`src/rtl/pf_ddr3_addr_dly_ctrl_if.sv`:
```
// rtl/pf_ddr3_addr_dly_ctrl_if.sv - command and delay-line bundle for the address/command lane delay controller
interface pf_ddr3_addr_dly_ctrl_if #(
   parameter int NUM_LANES = 16,
   parameter int TAP_W     = 8,
   parameter int LANE_W    = (NUM_LANES > 1) ? $clog2(NUM_LANES) : 1
);
   logic                 cmd_valid;
   logic                 cmd_ready;
   logic [LANE_W-1:0]    cmd_lane;
   logic [TAP_W-1:0]     cmd_target;
   logic                 cmd_load;
   logic                 done;
   logic                 err;
   logic [TAP_W-1:0]     stat_tap;
   logic [NUM_LANES-1:0] delay_line_move;
   logic [NUM_LANES-1:0] delay_line_direction;
   logic [NUM_LANES-1:0] delay_line_load;
   logic [NUM_LANES-1:0] delay_line_out_of_range;

   // calibration sequencer / IOD side
   modport master (
      output cmd_valid, cmd_lane, cmd_target, cmd_load, delay_line_out_of_range,
      input  cmd_ready, done, err, stat_tap,
             delay_line_move, delay_line_direction, delay_line_load
   );

   // controller side
   modport slave (
      input  cmd_valid, cmd_lane, cmd_target, cmd_load, delay_line_out_of_range,
      output cmd_ready, done, err, stat_tap,
             delay_line_move, delay_line_direction, delay_line_load
   );
endinterface

```
`src/rtl/pf_ddr3_addr_dly_ctrl.sv`:
```
// rtl/pf_ddr3_addr_dly_ctrl.sv - turns tap-target commands into per-lane IOD load/move/direction pulses
module pf_ddr3_addr_dly_ctrl #(
   parameter int NUM_LANES  = 16,
   parameter int TAP_W      = 8,
   parameter int INIT_TAP   = 1,
   parameter int SETTLE_CYC = 4,
   parameter int LANE_W     = (NUM_LANES > 1) ? $clog2(NUM_LANES) : 1
) (
   input logic                    fab_clk,
   input logic                    arst_n,
   pf_ddr3_addr_dly_ctrl_if.slave bus
);
   localparam int CNT_W = (SETTLE_CYC > 1) ? $clog2(SETTLE_CYC) : 1;

   typedef enum logic [2:0] {
      S_IDLE, S_LOAD, S_COMPARE, S_STEP, S_SETTLE, S_DONE, S_ERROR
   } state_t;

   state_t               state_q, state_d;
   logic [TAP_W-1:0]     tap [NUM_LANES];
   logic [LANE_W-1:0]    lane_q, lane_d;
   logic [TAP_W-1:0]     target_q, target_d;
   logic [CNT_W-1:0]     cnt_q, cnt_d;
   logic                 from_step_q, from_step_d;
   logic                 tap_we;
   logic [TAP_W-1:0]     tap_wd;
   logic [TAP_W-1:0]     tap_cur;
   logic                 lane_bad;
   logic                 settle_last;
   logic                 oor_hit;
   logic [NUM_LANES-1:0] move_q, move_d;
   logic [NUM_LANES-1:0] load_q, load_d;
   logic [NUM_LANES-1:0] dir_q, dir_d;
   logic                 done_q, done_d;
   logic                 err_q, err_d;
   logic [TAP_W-1:0]     stat_q, stat_d;

   assign tap_cur     = tap[lane_q];
   assign lane_bad    = int'(bus.cmd_lane) >= NUM_LANES;
   assign settle_last = (cnt_q == CNT_W'(SETTLE_CYC - 1));
   // only a step can push the line past its end; a failed load settle is ignored
   assign oor_hit     = from_step_q && bus.delay_line_out_of_range[lane_q];

   assign bus.cmd_ready            = (state_q == S_IDLE);
   assign bus.done                 = done_q;
   assign bus.err                  = err_q;
   assign bus.stat_tap             = stat_q;
   assign bus.delay_line_move      = move_q;
   assign bus.delay_line_load      = load_q;
   assign bus.delay_line_direction = dir_q;

   // state register
   always_ff @(posedge fab_clk or negedge arst_n) begin
      if (!arst_n) state_q <= S_IDLE;
      else         state_q <= state_d;
   end

   // next-state decode
   always_comb begin
      state_d = state_q;
      case (state_q)
         S_IDLE: begin
            if (bus.cmd_valid) begin
               if (lane_bad)          state_d = S_ERROR;
               else if (bus.cmd_load) state_d = S_LOAD;
               else                   state_d = S_COMPARE;
            end
         end
         S_LOAD:    state_d = S_SETTLE;
         S_COMPARE: state_d = (tap_cur == target_q) ? S_DONE : S_STEP;
         S_STEP:    state_d = S_SETTLE;
         S_SETTLE: begin
            if (settle_last) state_d = oor_hit ? S_ERROR : S_COMPARE;
         end
         S_DONE:    state_d = S_IDLE;
         S_ERROR:   state_d = S_IDLE;
         default:   state_d = S_IDLE;
      endcase
   end

   // datapath and next output values; pulses are decoded from the next state so they register cleanly
   always_comb begin
      lane_d      = lane_q;
      target_d    = target_q;
      cnt_d       = '0;
      from_step_d = from_step_q;
      tap_we      = 1'b0;
      tap_wd      = tap_cur;
      move_d      = '0;
      load_d      = '0;
      dir_d       = dir_q;

      if (state_q == S_IDLE && bus.cmd_valid && !lane_bad) begin
         lane_d   = bus.cmd_lane;
         target_d = bus.cmd_target;
      end
      if (state_q == S_SETTLE && !settle_last) cnt_d = cnt_q + CNT_W'(1);
      if (state_q == S_LOAD) begin
         tap_we      = 1'b1;
         tap_wd      = TAP_W'(INIT_TAP);
         from_step_d = 1'b0;
      end
      if (state_q == S_STEP) begin
         tap_we      = 1'b1;
         tap_wd      = dir_q[lane_q] ? tap_cur + TAP_W'(1) : tap_cur - TAP_W'(1);
         from_step_d = 1'b1;
      end
      if (state_q == S_SETTLE && settle_last && oor_hit) begin
         tap_we = 1'b1;
         tap_wd = dir_q[lane_q] ? tap_cur - TAP_W'(1) : tap_cur + TAP_W'(1);
      end

      if (state_d == S_STEP) move_d[lane_q] = 1'b1;
      if (state_d == S_LOAD) load_d[lane_d] = 1'b1;
      // direction settles on entry to COMPARE, one cycle ahead of any move
      if (state_d == S_COMPARE && target_d != tap[lane_d])
         dir_d[lane_d] = (target_d > tap[lane_d]);

      done_d = (state_d == S_DONE);
      err_d  = (state_d == S_ERROR);
      stat_d = tap_we ? tap_wd : tap[lane_d];
   end

   // per-lane tap tracking
   always_ff @(posedge fab_clk or negedge arst_n) begin
      if (!arst_n) begin
         for (int i = 0; i < NUM_LANES; i++) tap[i] <= TAP_W'(INIT_TAP);
      end else if (tap_we) begin
         tap[lane_q] <= tap_wd;
      end
   end

   // command latches, settle counter and registered outputs
   always_ff @(posedge fab_clk or negedge arst_n) begin
      if (!arst_n) begin
         lane_q      <= '0;
         target_q    <= '0;
         cnt_q       <= '0;
         from_step_q <= 1'b0;
         move_q      <= '0;
         load_q      <= '0;
         dir_q       <= '0;
         done_q      <= 1'b0;
         err_q       <= 1'b0;
         stat_q      <= TAP_W'(INIT_TAP);
      end else begin
         lane_q      <= lane_d;
         target_q    <= target_d;
         cnt_q       <= cnt_d;
         from_step_q <= from_step_d;
         move_q      <= move_d;
         load_q      <= load_d;
         dir_q       <= dir_d;
         done_q      <= done_d;
         err_q       <= err_d;
         stat_q      <= stat_d;
      end
   end
endmodule
```
`src/flat_wrapper.sv`:
```
// flat-port wrapper written by rule: the top's interface ports become plain ports
module pf_ddr3_addr_dly_ctrl_flat 
#(
   parameter int NUM_LANES  = 16,
   parameter int TAP_W      = 8,
   parameter int INIT_TAP   = 1,
   parameter int SETTLE_CYC = 4,
   parameter int LANE_W     = (NUM_LANES > 1) ? $clog2(NUM_LANES) : 1
)
  (fab_clk, arst_n, bus_cmd_valid, bus_cmd_lane, bus_cmd_target, bus_cmd_load, bus_delay_line_out_of_range, bus_cmd_ready, bus_done, bus_err, bus_stat_tap, bus_delay_line_move, bus_delay_line_direction, bus_delay_line_load);
  pf_ddr3_addr_dly_ctrl_if #(.NUM_LANES(NUM_LANES), .TAP_W(TAP_W), .LANE_W(LANE_W)) bus_i ();
  input logic fab_clk;
  input logic arst_n;
  input wire logic [$bits(bus_i.cmd_valid)-1:0] bus_cmd_valid;
  input wire logic [$bits(bus_i.cmd_lane)-1:0] bus_cmd_lane;
  input wire logic [$bits(bus_i.cmd_target)-1:0] bus_cmd_target;
  input wire logic [$bits(bus_i.cmd_load)-1:0] bus_cmd_load;
  input wire logic [$bits(bus_i.delay_line_out_of_range)-1:0] bus_delay_line_out_of_range;
  output wire logic [$bits(bus_i.cmd_ready)-1:0] bus_cmd_ready;
  output wire logic [$bits(bus_i.done)-1:0] bus_done;
  output wire logic [$bits(bus_i.err)-1:0] bus_err;
  output wire logic [$bits(bus_i.stat_tap)-1:0] bus_stat_tap;
  output wire logic [$bits(bus_i.delay_line_move)-1:0] bus_delay_line_move;
  output wire logic [$bits(bus_i.delay_line_direction)-1:0] bus_delay_line_direction;
  output wire logic [$bits(bus_i.delay_line_load)-1:0] bus_delay_line_load;
  assign bus_i.cmd_valid = bus_cmd_valid;
  assign bus_i.cmd_lane = bus_cmd_lane;
  assign bus_i.cmd_target = bus_cmd_target;
  assign bus_i.cmd_load = bus_cmd_load;
  assign bus_i.delay_line_out_of_range = bus_delay_line_out_of_range;
  assign bus_cmd_ready = bus_i.cmd_ready;
  assign bus_done = bus_i.done;
  assign bus_err = bus_i.err;
  assign bus_stat_tap = bus_i.stat_tap;
  assign bus_delay_line_move = bus_i.delay_line_move;
  assign bus_delay_line_direction = bus_i.delay_line_direction;
  assign bus_delay_line_load = bus_i.delay_line_load;
  pf_ddr3_addr_dly_ctrl #(.NUM_LANES(NUM_LANES), .TAP_W(TAP_W), .INIT_TAP(INIT_TAP), .SETTLE_CYC(SETTLE_CYC), .LANE_W(LANE_W)) u_core (.fab_clk(fab_clk), .arst_n(arst_n), .bus(bus_i));
endmodule
```
`config.mk`:
```
export PLATFORM = sky130hd
export DESIGN_NAME = pf_ddr3_addr_dly_ctrl_flat
export DESIGN_NICKNAME = d
export VERILOG_FILES = /design/src/rtl/pf_ddr3_addr_dly_ctrl_if.sv /design/src/rtl/pf_ddr3_addr_dly_ctrl.sv /design/src/flat_wrapper.sv
export SDC_FILE = /design/constraint.sdc
export NUM_CORES = 1
export LEC_CHECK = 0
export BUFFER_PORTS_ARGS = -buffer_cell sky130_fd_sc_hd__clkbuf_2
export CAP_MARGIN = 0
export CORE_MARGIN = 1.5
export CORE_UTILIZATION = 45
export CTS_BUF_LIST = sky130_fd_sc_hd__clkbuf_16
export CTS_CLUSTER_SIZE = 24
export DETAILED_ROUTE_END_ITERATION = 7
export PLACE_DENSITY = 0.74
export SLEW_MARGIN = 0
export SYNTH_ARGS = -nofsm -noshare
export SYNTH_HDL_FRONTEND = slang
export SYNTH_SLANG_ARGS = --single-unit
```
`constraint.sdc`:
```
create_clock -name fab_clk -period 3.88 [get_ports fab_clk]
set_input_delay 0.776 -clock fab_clk [delete_from_list [all_inputs] [get_ports fab_clk]]
set_output_delay 0.776 -clock fab_clk [all_outputs]
set_load 0.005 [all_outputs]
```
# Word-level counts from Yosys, hierarchy flattened
# Index checks and enable logic that the tools add are counted.
[word_totals]
wordCells = 105
ram_bits = 0
rom_bits = 0
input_bits = 32
latch_bits = 0
ff_bits = 204
mem_count = 0
[op_classes]
n_mul = 0
shifts = 0
n_bitwise = 2
n_addsub = 3
n_eq_ne = 12
n_div = 0
order_cmp = 8
n_reduce_logical = 13
muxes = 40
[ops]
columns = ["op", "count"]
rows = [
  ["$bwmux 128", 1],
  ["$mux 8", 12],
  ["$bmux 8 s4", 2],
  ["$demux 8 s4", 1],
  ["$mux 16", 2],
  ["$bwmux 16", 1],
  ["$eq 3x2->1 const B", 4],
  ["$mux 3", 4],
  ["$pmux 3 s4", 1],
  ["$ge 5x5->1 const B", 2],
  ["$lt 4x5->1 const B", 2],
  ["$not 4->5", 2],
  ["$eq 3x3->1 const B", 3],
  ["$logic_and 1x1->1", 9],
  ["$mux 1", 9],
  ["$add 8x1->8 const B", 1],
  ["$bmux 1 s4", 2],
  ["$demux 1 s4", 2],
  ["$eq 8x8->1", 1],
  ["$ge 4x1->1 const B", 2],
  ["$gt 8x8->1", 1],
  ["$ne 8x8->1", 1],
  ["$sub 8x1->8 const B", 1],
  ["$eq 3x1->1 const B", 2],
  ["9 further kinds", 10],
]

# Depth between registers and ports, before layout
[logic_depth]
depth_word = 9
mapped_depth = 21
mapped_depth_nobuf = 17

# Least setup slack after synthesis
# Ideal clock, no wire load.
[synth_path]
path_type = "input port to flip-flop"
start = "input bus_cmd_valid"
end = "register u_core.dir_q[10] (netlist: u_core.bus.delay_line_direction[10])"
slack_ns = -0.447
arrival_ns = 4.202
n_path_buf = 3
stages = 19
t_required_ns = 3.755
path_cell_list = "and2_1 > buf_2 > mux2i_1 > inv_2 > buf_2 > mux4_2 > nor2_1 > nor2_1 > o21ai_0 > ha_1 > nor2b_1 > o21a_1 > o21a_1 > o21a_1 > o21a_1 > o21ai_0 > a21oi_1 > clkbuf_1 > mux2_2"
[synth_between]
elab_chain_cells = 8
[synth_lines]
columns = ["element", "line", "source"]
rows = [
  ["start: declaration", "flat_wrapper.sv:14", "input wire logic [$bits(bus_i.cmd_valid)-1:0] bus_cmd_valid;"],
  ["$logic_and 1x1->1", "pf_ddr3_addr_dly_ctrl.sv:93", "if (state_q == S_IDLE && bus.cmd_valid && !lane_bad) begin"],
  ["$mux 4", "pf_ddr3_addr_dly_ctrl.sv:93", ""],
  ["$not 4->5 (implied by the code)", "pf_ddr3_addr_dly_ctrl.sv:116, pf_ddr3_addr_dly_ctrl.sv:117", ""],
  ["$bmux 8 s4", "pf_ddr3_addr_dly_ctrl.sv:116, pf_ddr3_addr_dly_ctrl.sv:117", ""],
  ["$mux 8 (implied by the code) (2 in series)", "pf_ddr3_addr_dly_ctrl.sv:116, pf_ddr3_addr_dly_ctrl.sv:117", ""],
  ["$gt 8x8->1 / $ne 8x8->1 (equally long branches)", "pf_ddr3_addr_dly_ctrl.sv:117, pf_ddr3_addr_dly_ctrl.sv:116", ""],
  ["$bwmux 16 / $logic_and 1x1->1 (equally long branches)", "pf_ddr3_addr_dly_ctrl.sv:117, pf_ddr3_addr_dly_ctrl.sv:116", ""],
  ["end signal: assignment", "pf_ddr3_addr_dly_ctrl.sv:153", "dir_q <= dir_d;"],
  ["end: declaration", "pf_ddr3_addr_dly_ctrl.sv:33", "logic [NUM_LANES-1:0] dir_q, dir_d;"],
]
# Parallel ways exist; a longest one is shown, timed or not. The select of a mux whose other input is x is not followed.
# A chain may end at the register's enable or synchronous reset.

# Worst setup path in the final report
[layout_path]
start = "register u_core.state_q[2]"
end = "register u_core.dir_q[15] (netlist: u_core.bus.delay_line_direction[15])"
[layout_between]
elab_chain_cells = 9
[layout_lines]
columns = ["element", "line", "source"]
rows = [
  ["start: declaration", "pf_ddr3_addr_dly_ctrl.sv:19", "state_t state_q, state_d;"],
  ["start signal: assignment", "pf_ddr3_addr_dly_ctrl.sv:55", "else state_q <= state_d;"],
  ["$logic_not 3->1", "pf_ddr3_addr_dly_ctrl.sv:61, pf_ddr3_addr_dly_ctrl.sv:93", ""],
  ["$logic_and 1x1->1", "pf_ddr3_addr_dly_ctrl.sv:93", ""],
  ["$mux 4", "pf_ddr3_addr_dly_ctrl.sv:93", ""],
  ["$not 4->5 (implied by the code)", "pf_ddr3_addr_dly_ctrl.sv:116, pf_ddr3_addr_dly_ctrl.sv:117", ""],
  ["$bmux 8 s4", "pf_ddr3_addr_dly_ctrl.sv:116, pf_ddr3_addr_dly_ctrl.sv:117", ""],
  ["$mux 8 (implied by the code) (2 in series)", "pf_ddr3_addr_dly_ctrl.sv:116, pf_ddr3_addr_dly_ctrl.sv:117", ""],
  ["$gt 8x8->1 / $ne 8x8->1 (equally long branches)", "pf_ddr3_addr_dly_ctrl.sv:117, pf_ddr3_addr_dly_ctrl.sv:116", ""],
  ["$bwmux 16 / $logic_and 1x1->1 (equally long branches)", "pf_ddr3_addr_dly_ctrl.sv:117, pf_ddr3_addr_dly_ctrl.sv:116", ""],
]
# Parallel ways exist; a longest one is shown, timed or not. The select of a mux whose other input is x is not followed.

==> flow_metrics.py <==
metrics = {
    "pwr": {
        "peakVddDrop_v": 0.000369,
        "power_density_mw_per_mm2": 814,
        "p_leak_uw": 0.00618,
        "total_power_uw": 10700,
    },
    "synth": {
        "syn_area_mm2": 0.0109,
        "async_flop_share": 1.00,
        "yosysUniqueCellTypes": 80,
        "seq_area_frac_synth": 0.470,
        "synthesis.nets": 883,
        "synthFlopType": "dfrtp_1",
        "syn_inst": 840,
        "ys_seq_elements": 204,
        "avgSynthCellArea_um2": 13.0,
        "synth_edf_count": 0,
        "yosys_warnings": 0,
    },
    "clock_network": {
        "clockBufferDepth": 3,
        "cts_max_level": 1,
        "cts_sinks": 204,
        "cts_root_buffer": "clkbuf_16",
        "path_clk_slew_ps": 60,
        "clk_latency_ps": 510,
        "numCtsBuffers": 22,
        "cts_tree": "built",
        "ctsHoldBuffers": 0,
    },
    "grt": {
        "met2_usage": 0.376,
        "use_met1": 0.311,
        "use_met3": 0.0376,
        "overflow": 0,
        "grt_max_degree": 104,
        "grt_use_total": 0.237,
        "antenna_found_initial": 0,
        "grt_pass1_vias": 7976,
        "grt_pass1_wl_mm": 46.2,
        "grt_busiest_layer": "met2",
    },
    "setup_path": {
        "path_delay_family": "compound AO/OA/AOI/OAI gates",
        "worstSetupEndpointType": "flop",
        "cpMaxStageDelayCell": "dfrtp_1",
        "cp-start-kind": "flop",
        "r2r-start": "u_core.state_q[2]$_DFF_PN0_",
        "slowest_delay_ps": 390,
        "crit_arrival_ps": 4350,
        "reg2reg_to": "u_core.bus.delay_line_direction[15]$_DFFE_PN0P_",
        "path_class": "flop to flop",
        "cp.required_ps": 4270,
        "crit_top_cell": "o21a_1",
        "critPathBufInv": 2,
        "rrSetupSlack_ps": -80,
        "worst_r2r_path_depth": 17,
        "critPathMaxFanout": 9,
        "path_cells": "nor3_2, and2_4, mux2i_4, clkinv_4, buf_12, mux4_2, nand2_1, nand3_1, o21ai_1, ha_1, o21a_1, o21a_1, o21a_1, o21a_1, o21ai_4, a21oi_4, mux2_2",
    },
    "timing": {
        "hold_slack_ps": 350,
        "period_needed_ps": 3960,
        "fmax_mhz": 253,
        "finalSetupViolations": 16,
        "layout_setup_ws_ps": -80.2,
        "finalCritPeriodShare": 1.02,
        "hold_violations": 0,
        "grt_setup_unrepaired": "yes",
        "slew_violations": 0,
        "relSlewSlack": 0.260,
        "skew_ps": 12.7,
        "worstMarginPinSlew_ps": 1110,
    },
    "outcome": {
        "violations": "negative setup slack",
        "status": "finished with violations",
    },
    "die": {
        "die_h_um": 159,
        "initial_core_util": 0.462,
        "rows": 56,
        "io_pins": 91,
        "dieArea_mm2": 0.0252,
        "core_mm2": 0.0236,
        "die_w_um": 159,
    },
    "routing": {
        "vias": 7914,
        "viasPerCell": 6.00,
        "wl_per_cell_um": 22.8,
        "antenna_left": 0,
        "drc": 0,
        "drt_first_pass_iters": 5,
        "drt_iter0_drc": 661,
        "totalWireLength_mm": 30.1,
    },
    "layout": {
        "mostFrequentLayoutCell": "dfrtp_1",
        "mostFrequentLayoutCells": "dfrtp_1 (186), mux2_2 (123), clkbuf_2 (89)",
        "antenna_cells": 0,
        "drive_above_1_share": 0.468,
        "area_growth_pct": 20.4,
        "fin_nets": 1027,
    },
    "placement": {
        "dp_worst_setup_slack_ps": -333,
        "gp_congestion": 0.932,
        "port_buffers": 90,
        "dpl.hpwl_mm": 19.5,
    },
    "min_path": {
        "min_path_type": "primary input to asynchronous set/reset pin",
    },
    "run": {
        "cap_viol_max_count": 0,
    },
}
report_power, final:
group	internal [uW]	leakage [uW]	switching [uW]
combinational	2620	0.00309	3000
sequential	2630	0.00273	392
clock	1200	0.000360	859
total	6450	0.00618	4250
synthesized netlist by cell type (11+ instances only):
cell      number  area share
buf_6         12       0.012
nor2_1        57       0.020
dfstp_2       17       0.041
mux4_1        11       0.026
nand2_1       62       0.021
o21ai_0       30       0.014
clkbuf_1      22      0.0076
ha_1          11       0.013
mux4_2        53        0.11
dfrtp_1      187        0.43
nor4_1        18       0.010
nand3_1       13      0.0060
a21oi_1       13      0.0060
mux2i_1       18       0.017
mux2_2       128        0.13
and3_1        22       0.013
registers in the layout, summed over array words and instances (netlist names):
name and count:
u_core.bus.err 1, u_core.bus.stat_tap 8, u_core.cnt_q 2, u_core.state_q 3
u_core.from_step_q 1, u_core.bus.delay_line_direction 16, u_core.bus.delay_line_move 16, u_core.bus.delay_line_load 16
u_core.bus.done 1, u_core.tap 128, u_core.lane_q 4, u_core.target_q 8
kinds of logic (layout without fill, tap and decap cells):
| logic type | after synthesis | in the layout | synth area share |
|---|---|---|---|
| compound gates | 99 | 100 | 0.0645 |
| buf+inv | 65 | 224 | 0.0377 |
| simple gates | 230 | 230 | 0.112 |
| flops | 204 | 204 | 0.470 |
| mux | 217 | 217 | 0.293 |
| xor+xnor | 14 | 14 | 0.0112 |
| fa+ha+maj | 11 | 11 | 0.0126 |
worst max-delay path by stage:
stage | start | to | slack, ps | cells after the start
global route | u_core.state_q[2]$_DFF_PN0_ | u_core.bus.delay_line_direction[13]$_DFFE_PN0P_ | -200 | 17
global placement | bus_cmd_valid | u_core.bus.delay_line_direction[8]$_DFFE_PN0P_ | -280 | 16
detailed placement | bus_cmd_valid | u_core.bus.delay_line_direction[8]$_DFFE_PN0P_ | -330 | 18
floorplan | bus_cmd_valid | u_core.bus.delay_line_direction[13]$_DFFE_PN0P_ | -170 | 19
finish | u_core.state_q[2]$_DFF_PN0_ | u_core.bus.delay_line_direction[15]$_DFFE_PN0P_ | -80 | 17
CTS | u_core.state_q[2]$_DFF_PN0_ | u_core.bus.delay_line_direction[15]$_DFFE_PN0P_ | -20 | 18
area by class of cell:
type                    instances  area, um2
repair buffers                175       1250
fillers                      1894      10500
repair inverters                1       8.76
clock inverters                17        129
inverters                       8       40.0
clock buffers                  23        576
flip-flops and latches        204       5130
well taps                     319        399
multi-input cells             572       5610
through the flow:
step                utilization  TNS [ps]  cells  instance area, um2
finish                    0.557     -1080   1319               13100
global route              0.557     -3010   1319               13100
CTS                       0.553     -97.3   1319               13100
detailed placement        0.510     -5140   1260               12000
global placement          0.510     -4460   1260               12000
floorplan                     -     -1920    840               11000
what timing repair did:
action | CTS | global route
pin swaps | 8 | 1
setup endpoints to repair | 16 | 16
gates cloned | 4 | 0
buffers inserted | 16 | 0
endpoints found under the hold margin | 0 | 0
resized for setup | 31 | 12
layer usage:
layer  vias up  wire [um]
met4         0       1730
met3       105       2370
met2       419      13900
li1       3419          -
met1      3971      12100
met5         -          0
worst register-to-register path, stage by stage, from the launching register on:
cell and delay, ps:
dfrtp_1 390, nor3_2 200, and2_4 230, mux2i_4 390, clkinv_4 170, buf_12 180, mux4_2 290, nand2_1 120
nand3_1 90, o21ai_1 150, ha_1 290, o21a_1 120, o21a_1 170, o21a_1 180, o21a_1 210, o21ai_4 220
a21oi_4 140, mux2_2 300
(Power assumes the default switching activity.)
